$ cat config.mk
export PLATFORM = sky130hd
export DESIGN_NAME = mdu_sched
export DESIGN_NICKNAME = d
export VERILOG_FILES = /design/src/rtl/mdu_sched.sv
export SDC_FILE = /design/constraint.sdc
export NUM_CORES = 1
export LEC_CHECK = 0
export ABC_AREA = 1
export BUFFER_PORTS_ARGS = -buffer_cell sky130_fd_sc_hd__buf_2
export CORE_ASPECT_RATIO = 0.9
export CORE_MARGIN = 5
export CORE_UTILIZATION = 48
export CTS_CLUSTER_SIZE = 8
export DETAILED_ROUTE_END_ITERATION = 6
export GPL_ROUTABILITY_DRIVEN = 0
export PLACE_DENSITY = 0.83
export SYNTH_ARGS = -nofsm -noshare
export SYNTH_HDL_FRONTEND = slang
export SYNTH_SLANG_ARGS = --single-unit
$ cat constraint.sdc
create_clock -name clk -period 3.71 [get_ports clk]
set_input_delay 0.371 -clock clk [delete_from_list [all_inputs] [get_ports clk]]
set_output_delay 0.371 -clock clk [all_outputs]
set_load 0.02 [all_outputs]
$ cat src/rtl/mdu_sched.sv
// mdu_sched: launches one M-extension request on the multiplier or divider and returns a
// registered result. Optional watchdog abort enabled by YSYX22040228_MDU_TIMEOUT_EN.
module mdu_sched #(
  parameter int TIMEOUT_CYC = 128
) (
  input  logic        clk,
  input  logic        rst,
  input  logic        req_valid,
  input  logic        req_is_div,
  input  logic        flush,
  output logic        mul_start,
  output logic        div_start,
  input  logic        mul_finish,
  input  logic        div_finish,
  input  logic [63:0] mul_data,
  input  logic [63:0] div_data,
  output logic        res_valid,
  output logic [63:0] res_data,
  output logic        stall_req,
  output logic        busy,
  output logic        timeout_err
);

  typedef enum logic [2:0] {
    IDLE    = 3'd0,
    MUL_RUN = 3'd1,
    DIV_RUN = 3'd2,
    DONE    = 3'd3,
    DRAIN   = 3'd4
  } state_t;

  state_t state;
  logic   sel_div;
  logic   done_valid;
  logic   sel_finish;
  logic   running;
  logic   wd_hit;

  // The watchdog counter is 8 bits wide, so the limit must fit in it.
  if (TIMEOUT_CYC < 1 || TIMEOUT_CYC > 256) begin : g_bad_timeout
    $error("mdu_sched: TIMEOUT_CYC out of range");
  end

  // Only the launched unit's finish matters; the other unit's finish is ignored.
  assign sel_finish = sel_div ? div_finish : mul_finish;
  assign running    = (state == MUL_RUN) || (state == DIV_RUN) || (state == DRAIN);

`ifdef YSYX22040228_MDU_TIMEOUT_EN
  logic [7:0] wd_cnt;
  assign wd_hit = running && (wd_cnt == 8'(TIMEOUT_CYC - 1));
`else
  assign wd_hit      = 1'b0;
  assign timeout_err = 1'b0;
`endif

  always_ff @(posedge clk or negedge rst) begin
    if (!rst) begin
      state      <= IDLE;
      sel_div    <= 1'b0;
      done_valid <= 1'b0;
      mul_start  <= 1'b0;
      div_start  <= 1'b0;
      res_data   <= '0;
`ifdef YSYX22040228_MDU_TIMEOUT_EN
      wd_cnt      <= '0;
      timeout_err <= 1'b0;
`endif
    end else begin
      mul_start  <= 1'b0;
      div_start  <= 1'b0;
      done_valid <= 1'b0;
      unique case (state)
        IDLE: begin
          if (req_valid && !flush) begin
            state     <= req_is_div ? DIV_RUN : MUL_RUN;
            sel_div   <= req_is_div;
            mul_start <= !req_is_div;
            div_start <= req_is_div;
          end
        end
        MUL_RUN, DIV_RUN: begin
          if (wd_hit) begin
            state <= IDLE;
          end else if (flush) begin
            // A unit cannot be cancelled: wait out its finish unless it is already here.
            state <= sel_finish ? IDLE : DRAIN;
          end else if (sel_finish) begin
            res_data   <= sel_div ? div_data : mul_data;
            done_valid <= 1'b1;
            state      <= DONE;
          end
        end
        DONE: state <= IDLE;
        DRAIN: begin
          if (wd_hit || sel_finish) state <= IDLE;
        end
        default: state <= IDLE;
      endcase
`ifdef YSYX22040228_MDU_TIMEOUT_EN
      if (wd_hit) timeout_err <= 1'b1;
      // Restart the count on every state change so RUN and DRAIN each get the full budget.
      if (!running || wd_hit || (state != DRAIN && (flush || sel_finish)))
        wd_cnt <= '0;
      else
        wd_cnt <= wd_cnt + 8'd1;
`endif
    end
  end

  assign res_valid = done_valid & ~flush;
  assign stall_req = rst & req_valid & ~res_valid & ~flush;
  assign busy      = (state != IDLE);

endmodule

==> results.json <==
{
  "slew_headroom_pct": 41.9,
  "p_leak_nw": 3.05,
  "post_drt_wl_per_cell_um": 13.3,
  "clk_latency_ps": 320,
  "drc": 0,
  "intPower_mw": 2.14,
  "die-height_um": 93.1,
  "critPathBufInv": 3,
  "rsz0062_at_grt": "no",
  "critPathLaunchType": "flop",
  "switching_share_pct": 46.9,
  "period_share_pct": 53.1,
  "grt_pass1_vias": 3959,
  "grt.overflow.total": 0,
  "antenna-diode-count": 0,
  "ys.flop_type": "dfrtp_1",
  "place_inst": 809,
  "hp-class": "input port to flop",
  "syn_area_per_cell_sq_um": 6.83,
  "worst-endpoint-arrival_ps": 2230,
  "grt_usage_pct": 23.0,
  "hold_buffers": 0,
  "cp_max_fo": 67,
  "wl_met1_mm": 4.20,
  "ctsResizeCount": 0,
  "wl_met2_mm": 5.39,
  "ys_seq_area_share_pct": 48.2,
  "drv_slew": 0,
  "tns_ps": 0,
  "ys_async_sr_fraction_pct": 100,
  "fin_worst_skew_ps": 12.1,
  "initial_utilization_pct": 49.1,
  "cts_setup_buffers": 0,
  "worst_pin_slew_ps": 872,
  "drt_iter0_markers": 141,
  "outcome": "completed",
  "pre_cts_ws_ps": 1690,
  "ant_nets": 0,
  "synth-seq-cells": 71,
  "path_cells": "inv_1 -> nand2_1 -> nand4_2 -> buf_4 -> nor2_4 -> buf_4 -> nand2_1 -> nand2_1",
  "max_freq_mhz": 507,
  "num-nets-final": 859,
  "clock-sinks": 71,
  "setup_viol": 0,
  "cts-root-buf": "clkbuf_8",
  "cpLargestDelayFamily": "simple AND/OR/NAND/NOR gates",
  "period_needed_ps": 1970,
  "maxCapViolCount": 0,
  "hpwl_mm": 8.16,
  "io_buffer_count": 203,
  "synth_edf_count": 0,
  "synth.area.top_cells": "dfrtp_1 (48%), nand2_1 (35%), o21ai_0 (8.7%)",
  "cellPowerDensity_nw_per_um2": 818,
  "clkPwrFrac_pct": 17.3,
  "die_x_um": 102,
  "antenna_found_initial": 0,
  "dr_total_vias": 4014,
  "syn_nets": 674,
  "cts_tree": "built",
  "finalPower_mw": 4.03,
  "placementRows": 30,
  "cp_slowest_cell": "nor2_4",
  "synth.most_common_cell": "nand2_1",
  "totalWireLength_mm": 10.9,
  "area_growth_pct": 33.7,
  "grt_pass1_wl_mm": 17.6,
  "synthDistinctLibCells": 19,
  "end_kind": "flop",
  "critPathKind": "flop to flop",
  "synth_commonest_cells": "nand2_1 (340), dfrtp_1 (71), o21ai_0 (64), clkbuf_1 (17), nor2_1 (11)",
  "dieArea_sq_um": 9530,
  "path_common_cell": "nand2_1",
  "final_cells": 824,
  "grt_max_degree": 72,
  "netSwitchingPower_mw": 1.89,
  "peakVddDrop_mv": 0.432,
  "pwr-share-seq_pct": 32.6,
  "met3_length_mm": 1.15,
  "synth_top_area_share_pct": 48.2,
  "hold_viol": 0,
  "drive_gt1_share_pct": 31.7,
  "ctsHtreeMaxLevel": 3,
  "layout_setup_ws_ps": 1740,
  "first_pass_iters": 4,
  "routed_via_density": 4.87,
  "yosys_warnings": 0,
  "synth_largest_area_cell": "dfrtp_1",
  "io_pins": 205,
  "utilization_pct": 65.6,
  "cts_buffer_depth": 2,
  "slowest_delay_ps": 430,
  "syn_area_sq_um": 3680,
  "highest-signal-layer": "met4",
  "core-area_sq_um": 7510,
  "p_comb_share_pct": 50.0,
  "syn-instance-count": 539,
  "path_clk_slew_ps": 70,
  "cts_made_buffers": 9,
  "required_ps": 3970
}
sequential cells by signal (all words and copies together), names as in the netlist:
signal      flops
state           3
mul_start       1
sel_div         1
div_start       1
done_valid      1
res_data       64
power groups by stage:
stage	logic (mW)	clock network (mW)	registers [mW]
3_5_place_dp	2.03	0	1.32
5_1_grt	2.27	0.749	1.36
2_1_floorplan	1.04	0	1.63
4_1_cts	2.04	0.715	1.31
3_3_place_gp	1.97	0	1.31
6_report	2.01	0.698	1.31
final timing paths:
check,from,endpoint,slack [ps],depth (start not counted)
max,state[0],res_data[46],1740,8
min,req_is_div,mul_start,260,2
max reg2reg,state[0],res_data[46],1740,8
min reg2reg,res_data[32],res_data[32],490,2
max in group asynchronous,rst,sel_div,2820,2
min in group asynchronous,rst,res_data[49],300,2
layout by cell type (no fill, tap or decap):
cell type and n:
clkinv_2 1, nand4_2 1, dfrtp_2 1, nor2_1 11, bufinv_16 2, o21ai_0 64
inv_2 2, nand3_1 2, clkbuf_8 12, a21oi_1 1, inv_1 7, conb_1 1
a31o_2 1, buf_4 7, nand2_1 340, dfrtp_1 70, nor3_1 1, nor2_4 1
buf_2 203
kinds of logic after synthesis:
group	count (synthesis)	share of synthesized area, %
buffers and inverters	45	5.77
and+or+nand+nor	356	36.8
AOI/OAI and AO/OA	66	9.07
DFF	71	48.2
other	1	0.102
stage by stage:
step	hold slack, ps	instance area, sq um
after global routing	260	4920
final	258	4920
after CTS	238	4920
after global placement	478	4690
after floorplan	75.4	3680
after detailed placement	481	4690
metal layers:
layer  up-vias  global-route usage, %
met5         -                      0
met4         0                   8.31
met3        16                   5.82
met2       175                   40.2
met1      1800                   27.1
li1       2023                      -
area by class of cell:
class / instances / area [sq um]
flip-flops and latches: 71 / 1780
inverters: 9 / 33.8
multi-input cells: 423 / 1690
fillers: 709 / 2580
clock buffers: 12 / 165
repair buffers: 210 / 1070
well taps: 96 / 120
clock inverters: 3 / 65.1
Power figures use the tool's default switching activity.
